$ cat src/rtl/mmio_uart_tx_pkg.sv
// mmio_uart_tx_pkg: register map, STATUS bit positions and FSM states; UART_TX_PARITY_EN adds the PARITY state
package mmio_uart_tx_pkg;
  localparam logic [1:0] REG_TXDATA  = 2'd0;
  localparam logic [1:0] REG_STATUS  = 2'd1;
  localparam logic [1:0] REG_BAUDDIV = 2'd2;
  localparam int ST_FULL  = 0;
  localparam int ST_EMPTY = 1;
  localparam int ST_BUSY  = 2;
  localparam int ST_OVF   = 3;
  localparam int ST_PAR   = 4;
`ifdef UART_TX_PARITY_EN
  localparam logic PAR_EN = 1'b1;
  typedef enum logic [2:0] {IDLE, START, DATA, PARITY, STOP} state_t;
`else
  localparam logic PAR_EN = 1'b0;
  typedef enum logic [2:0] {IDLE, START, DATA, STOP} state_t;
`endif
endpackage

$ cat src/rtl/mmio_uart_tx_if.sv
// mmio_uart_tx_if: CPU data-memory port as seen by the UART (store strobe, address, data, read-back)
interface mmio_uart_tx_if;
  logic        wr_sig;
  logic [31:0] addr;
  logic [31:0] wr_data;
  logic [31:0] rd_data;
  modport master (output wr_sig, addr, wr_data, input rd_data);
  modport slave  (input wr_sig, addr, wr_data, output rd_data);
endinterface

$ cat src/rtl/uart_tx_fifo.sv
// uart_tx_fifo: byte FIFO, power-of-two depth, async active-low reset to empty; ignores push when full and pop when empty
module uart_tx_fifo #(
  parameter int DEPTH = 8
) (
  input  logic       clk,
  input  logic       reset_n,
  input  logic       push,
  input  logic       pop,
  input  logic [7:0] din,
  output logic [7:0] dout,
  output logic       full,
  output logic       empty
);
  localparam int AW = $clog2(DEPTH);
  logic [7:0]    mem [DEPTH];
  logic [AW-1:0] wp, rp;
  logic [AW:0]   cnt;
  logic          wr, rd;
  assign full  = cnt == (AW+1)'(DEPTH);
  assign empty = cnt == '0;
  assign dout  = mem[rp];
  assign wr    = push && !full;
  assign rd    = pop && !empty;
  // storage needs no reset: only entries below the count are ever read
  always_ff @(posedge clk)
    if (wr) mem[wp] <= din;
  // pointers wrap naturally because the depth is a power of two
  always_ff @(posedge clk or negedge reset_n)
    if (!reset_n) begin
      wp  <= '0;
      rp  <= '0;
      cnt <= '0;
    end else begin
      if (wr) wp <= wp + 1'b1;
      if (rd) rp <= rp + 1'b1;
      cnt <= cnt + {{AW{1'b0}}, wr} - {{AW{1'b0}}, rd};
    end
endmodule

$ cat src/rtl/mmio_uart_tx.sv
// mmio_uart_tx: memory-mapped 8N1 UART transmitter with TX FIFO; define UART_TX_PARITY_EN for an even-parity bit
module mmio_uart_tx
  import mmio_uart_tx_pkg::*;
#(
  parameter logic [31:0] BASE_ADDR   = 32'h0000_1000,
  parameter int          FIFO_DEPTH  = 8,
  parameter logic [15:0] DEFAULT_DIV = 16'd868
) (
  input  logic          clk,
  input  logic          reset_n,
  mmio_uart_tx_if.slave bus,
  output logic          tx
);
  logic        hit, wr_tx, push, pop, full, empty, tick, tx_n, ovf, last_bit;
  logic [1:0]  sel;
  logic [7:0]  dout, shreg;
  logic [15:0] baud, div, cnt;
  logic [2:0]  bit_idx;
  logic [31:0] status;
  logic        unused;
  state_t      state, state_n;
  assign unused = ^{bus.addr[1:0], bus.wr_data[31:16]};
  assign hit    = bus.addr[31:4] == BASE_ADDR[31:4];
  assign sel    = bus.addr[3:2];
  assign wr_tx  = bus.wr_sig && hit && sel == REG_TXDATA;
  assign push   = wr_tx && !full;
  assign tick   = cnt == div - 16'd1;
  uart_tx_fifo #(.DEPTH(FIFO_DEPTH)) u_fifo (
    .clk(clk), .reset_n(reset_n), .push(push), .pop(pop),
    .din(bus.wr_data[7:0]), .dout(dout), .full(full), .empty(empty)
  );
  // STATUS word assembled from the live flags
  always_comb begin
    status = '0;
    status[ST_FULL]  = full;
    status[ST_EMPTY] = empty;
    status[ST_BUSY]  = state != IDLE;
    status[ST_OVF]   = ovf;
    status[ST_PAR]   = PAR_EN;
  end
  assign bus.rd_data = !hit ? '0 : sel == REG_STATUS ? status : sel == REG_BAUDDIV ? {16'b0, baud} : '0;
  // overflow is sticky until software clears it; a full-FIFO store is dropped even if a pop coincides
  always_ff @(posedge clk or negedge reset_n)
    if (!reset_n) begin
      ovf  <= 1'b0;
      baud <= DEFAULT_DIV;
    end else begin
      if (wr_tx && full) ovf <= 1'b1;
      else if (bus.wr_sig && hit && sel == REG_STATUS && bus.wr_data[ST_OVF]) ovf <= 1'b0;
      if (bus.wr_sig && hit && sel == REG_BAUDDIV) baud <= bus.wr_data[15:0];
    end
`ifdef UART_TX_PARITY_EN
  logic par;
  // even parity of the frame's byte, captured when it leaves the FIFO
  always_ff @(posedge clk or negedge reset_n)
    if (!reset_n) par <= 1'b0;
    else if (pop) par <= ^dout;
  assign last_bit = state_n == PARITY ? par : 1'b1;
`else
  assign last_bit = 1'b1;
`endif
  // FSM state register
  always_ff @(posedge clk or negedge reset_n)
    if (!reset_n) state <= IDLE;
    else state <= state_n;
  // next state, pop request and the next serial level; the end of STOP chains straight into the next START
  always_comb begin
    state_n = state;
    pop     = 1'b0;
    case (state)
      IDLE: if (!empty) begin
        pop     = 1'b1;
        state_n = START;
      end
      START: if (tick) state_n = DATA;
`ifdef UART_TX_PARITY_EN
      DATA: if (tick && bit_idx == 3'd7) state_n = PARITY;
      PARITY: if (tick) state_n = STOP;
`else
      DATA: if (tick && bit_idx == 3'd7) state_n = STOP;
`endif
      STOP: if (tick) begin
        pop     = !empty;
        state_n = empty ? IDLE : START;
      end
      default: state_n = IDLE;
    endcase
    tx_n = pop ? 1'b0 : !tick || state == IDLE ? tx : state_n == DATA ? (state == START ? shreg[0] : shreg[1]) : last_bit;
  end
  // shifter, bit-cell counter and latched divider; tx is registered so it falls on the pop edge
  always_ff @(posedge clk or negedge reset_n)
    if (!reset_n) begin
      tx      <= 1'b1;
      shreg   <= '0;
      div     <= 16'd1;
      cnt     <= '0;
      bit_idx <= '0;
    end else begin
      tx <= tx_n;
      if (pop) begin
        shreg   <= dout;
        div     <= baud == 16'd0 ? 16'd1 : baud;
        cnt     <= '0;
        bit_idx <= '0;
      end else if (state != IDLE) begin
        cnt <= tick ? '0 : cnt + 16'd1;
        if (tick && state == DATA) begin
          shreg   <= shreg >> 1;
          bit_idx <= bit_idx + 3'd1;
        end
      end
    end
endmodule
$ cat src/flat_wrapper.sv
// flat-port wrapper written by rule: the top's interface ports become plain ports
module mmio_uart_tx_flat import mmio_uart_tx_pkg::*;
#(
  parameter logic [31:0] BASE_ADDR   = 32'h0000_1000,
  parameter int          FIFO_DEPTH  = 8,
  parameter logic [15:0] DEFAULT_DIV = 16'd868
)
  (clk, reset_n, tx, bus_wr_sig, bus_addr, bus_wr_data, bus_rd_data);
  mmio_uart_tx_if bus_i ();
  input  logic clk;
  input  logic reset_n;
  output logic tx;
  input wire logic [$bits(bus_i.wr_sig)-1:0] bus_wr_sig;
  input wire logic [$bits(bus_i.addr)-1:0] bus_addr;
  input wire logic [$bits(bus_i.wr_data)-1:0] bus_wr_data;
  output wire logic [$bits(bus_i.rd_data)-1:0] bus_rd_data;
  assign bus_i.wr_sig = bus_wr_sig;
  assign bus_i.addr = bus_addr;
  assign bus_i.wr_data = bus_wr_data;
  assign bus_rd_data = bus_i.rd_data;
  mmio_uart_tx #(.BASE_ADDR(BASE_ADDR), .FIFO_DEPTH(FIFO_DEPTH), .DEFAULT_DIV(DEFAULT_DIV)) u_core (.clk(clk), .reset_n(reset_n), .bus(bus_i), .tx(tx));
endmodule
$ cat config.mk
export PLATFORM = sky130hd
export DESIGN_NAME = mmio_uart_tx_flat
export DESIGN_NICKNAME = d
export VERILOG_FILES = /design/src/rtl/mmio_uart_tx_pkg.sv /design/src/rtl/mmio_uart_tx_if.sv /design/src/rtl/uart_tx_fifo.sv /design/src/rtl/mmio_uart_tx.sv /design/src/flat_wrapper.sv
export SDC_FILE = /design/constraint.sdc
export NUM_CORES = 1
export LEC_CHECK = 0
export BUFFER_PORTS_ARGS = -buffer_cell sky130_fd_sc_hd__buf_2
export CORE_UTILIZATION = 25
export CTS_CLUSTER_DIAMETER = 100
export DETAILED_ROUTE_END_ITERATION = 12
export GPL_TIMING_DRIVEN = 0
export HOLD_SLACK_MARGIN = 0.03
export SETUP_SLACK_MARGIN = 0.02
export SLEW_MARGIN = 20
export SYNTH_ARGS = -nofsm -noshare
export SYNTH_HDL_FRONTEND = slang
export SYNTH_SLANG_ARGS = --single-unit
$ cat constraint.sdc
create_clock -name clk -period 4.6 [get_ports clk]
set_input_delay 0.23 -clock clk [delete_from_list [all_inputs] [get_ports clk]]
set_output_delay 0.23 -clock clk [all_outputs]
set_load 0.005 [all_outputs]
==> out/results.txt <==
Most used DFF post-synth: dfrtp_1
DRC Markers: 0
Critical Path Source Type: flip-flop
Reg area: 3780 um2
Clock period minus worst slack: 4090 ps
Port Buffers: 65
Critical-path maximum fanout: 10
RePlAce Congestion: 0.813
Pwr Total: 3.63 mW
Run status: complete, no violations
Vias per cell: 4.52
Max Transition Viols Final: 0
#FFs+latches synth: 138
Largest vdd supply drop: 209 uV
Net count, final: 732
Global Route met1 Usage: 0.141
Row cnt: 60
PwrDens: 430 nW/um2
Routed wire per std cell: 14.7 um
Crit-path most repeated cell: ha_1
Die area: 28,300 um2
Drt pass-1 iters: 4
First-pass GRT wire length: 23,900 um
Leading cell type in the layout, fill and taps excluded: buf_2
CTS root buffer: clkbuf_16
Setup bufs post-CTS: 0
Post-synthesis cell area: 6900 um2
Maximum clock rate: 244 MHz
Layout cells sized above 1: 0.299
Met3 GRT Util: 0.0200
Leak pwr: 3.55 nW
Antenna Cells: 0
RSZ-0062 raised after global routing: false
Post-placement setup slack: 512 ps
Commonest non-fill, non-tap cells in the layout: 70 x buf_2, 67 x dfrtp_1, 64 x edfxtp_1
Max stage delay cell, worst path: or4_4
Setup CP Type: flip-flop to flip-flop
Period utilisation layout: 0.889
Synth warn: 0
Layout area overhead: 22.5%
# IOs: 100
DR vias: 4,547
Final setup margin: 509 ps
Clk_skew: 6.64 ps
Setup TNS Final: 0 ps
Initial antenna violation count: 0
Critical Path RT: 4950 ps
Maxcap violations: 0
Sequential element share of the synthesized area: 0.548
CP arrival: 4440 ps
GRT Resource Usage Total: 0.110
Placed inst area: 7800 um2
Die X: 168 um
H-Tree Depth: 4
Gr ovfl total: 0
ANT nets after route: 0
CTS buffer count: 17
Number of global-route vias before repair: 4,475
Final Cell Area: 8450 um2
Crit. End Element: flip-flop
Number of flops mapped to enable cells by yosys: 64
CTS tree: done
Resized cells post-CTS: 0
Async SR Flop Fraction: 0.536
Critical Path, Cell by Cell: buf_2 -> or4_4 -> buf_6 -> nor4_2 -> mux2_1 -> a31oi_1 -> a41oi_2 -> or2_4 -> inv_6 -> buf_8 -> ha_1 -> inv_1 -> ha_1 -> a21o_1 -> a21oi_1 -> xor2_1
Final setup fails: 0
Die Height: 168 um
Synth unique cells: 69
Final hold violations: 0
# fillers: 2,750
Max clock buf depth: 2
Slowest stage delay, CP: 490 ps
# clock sinks: 138
Area occupied by multi-input gates: 2860 um2
DP HPWL: 10,800 um
Starting Density: 0.255
Slew @ Worst Pin: 1080 ps
Worst skew pair latency: 420 ps
Synth Instances: 539
Final WL: 14,800 um
Max_slew headroom: 0.275
M2 GR Usage: 0.184
Top Usage Layer GRT: met2
Syn avg cell area: 12.8 um2
Worst min path class: input port to flip-flop
Worst-path clk slew: 60 ps
Drt first-iter violations: 221
Largest net degree at the start of global routing: 48
Core area: 27,000 um2
Hold_buf cts: 7
[kinds of logic after synthesis]
| family | share of synthesized area |
|---|---|
| DFF | 0.548 |
| AOI/OAI and AO/OA | 0.0610 |
| adders and majority gates | 0.0247 |
| other | 0.000544 |
| buffers and inverters | 0.0512 |
| muxes | 0.139 |
| xor gates and xnor gates | 0.0419 |
| and+or+nand+nor | 0.133 |
[state kept, by name, indices dropped and copies added, names as in the netlist]
register,flops
u_core.ovf,1
u_core.u_fifo.rp,3
u_core.u_fifo.wp,3
u_core.tx,1
u_core.cnt,16
u_core.div,16
u_core.shreg,8
u_core.bit_idx,3
u_core.u_fifo.mem,64
u_core.state,3
u_core.u_fifo.cnt,4
u_core.baud,16
[power by group]
part	total, mW	switching, mW	internal [mW]
Clock	1.30	0.549	0.750
Sequential	1.45	0.0617	1.39
Combinational	0.880	0.460	0.420
Total	3.63	1.07	2.56
[cells in the mapped netlist, drive strengths merged (7+ instances only)]
master,number,area [um2]
and2,15,93.8
buf,28,213
clkbuf,16,60.1
dfrtp,67,1680
dfstp,7,184
edfxtp,64,1920
ha,12,150
inv,19,76.3
mux2,35,439
mux2i,16,160
mux4,16,360
nand2,24,90.1
nand3,13,65.1
nand4,9,56.3
nor2,37,139
nor3,18,90.1
nor4,18,119
o21ai,9,45.0
xnor2,13,114
xor2,20,175
[through the flow]
stage,util,hold slack (ps),cells
CTS,0.312,30.2,1005
global placement,0.285,464,961
global route,0.313,40.2,1006
detailed placement,0.289,186,966
finish,0.313,44.9,1006
floorplan,-,-65.6,555
[per-layer routing]
layer,up-vias,part of all wire
met5,-,0
met4,0,0.014
met3,15,0.045
met2,116,0.49
met1,2220,0.45
li1,2196,-
[final timing paths]
kind                                           startpoint                              to  slack [ps]  cells past startpoint
worst max-delay path            u_core.div[5]$_DFFE_PN0N_  u_core.u_fifo.cnt[3]$_DFF_PN0_         510                     16
worst min-delay path                      bus_wr_data[10]     u_core.baud[10]$_DFFE_PN0P_          40                      2
worst max register to register  u_core.div[5]$_DFFE_PN0N_  u_core.u_fifo.cnt[3]$_DFF_PN0_         510                     16
worst min register to register      u_core.tx$_DFFE_PN1P_           u_core.tx$_DFFE_PN1P_         470                      2
max in group asynchronous                         reset_n      u_core.baud[9]$_DFFE_PN1P_        3650                      3
min in group asynchronous                         reset_n     u_core.shreg[4]$_DFFE_PN0P_         310                      2
[cell type report]
type                       instances  share of cell area
multi-input combinational        353               0.339
sequential                       138               0.448
tap                              341              0.0505
timing repair buffer              78              0.0545
inverter                          20             0.00948
buffer                            44              0.0323
clock buffer                      17              0.0504
clock inverter                    15              0.0166
[critical path, delay by kind of cell (launching register included)]
kind	cells	cell delay [ps]
AOI/OAI and AO/OA	4	980
buffers and inverters	5	650
xor gates and xnor gates	1	160
adders and majority gates	2	430
muxes	1	360
and+or+nand+nor	3	1070
DFF	1	350
Note: power is estimated with default switching activity, not from simulation.
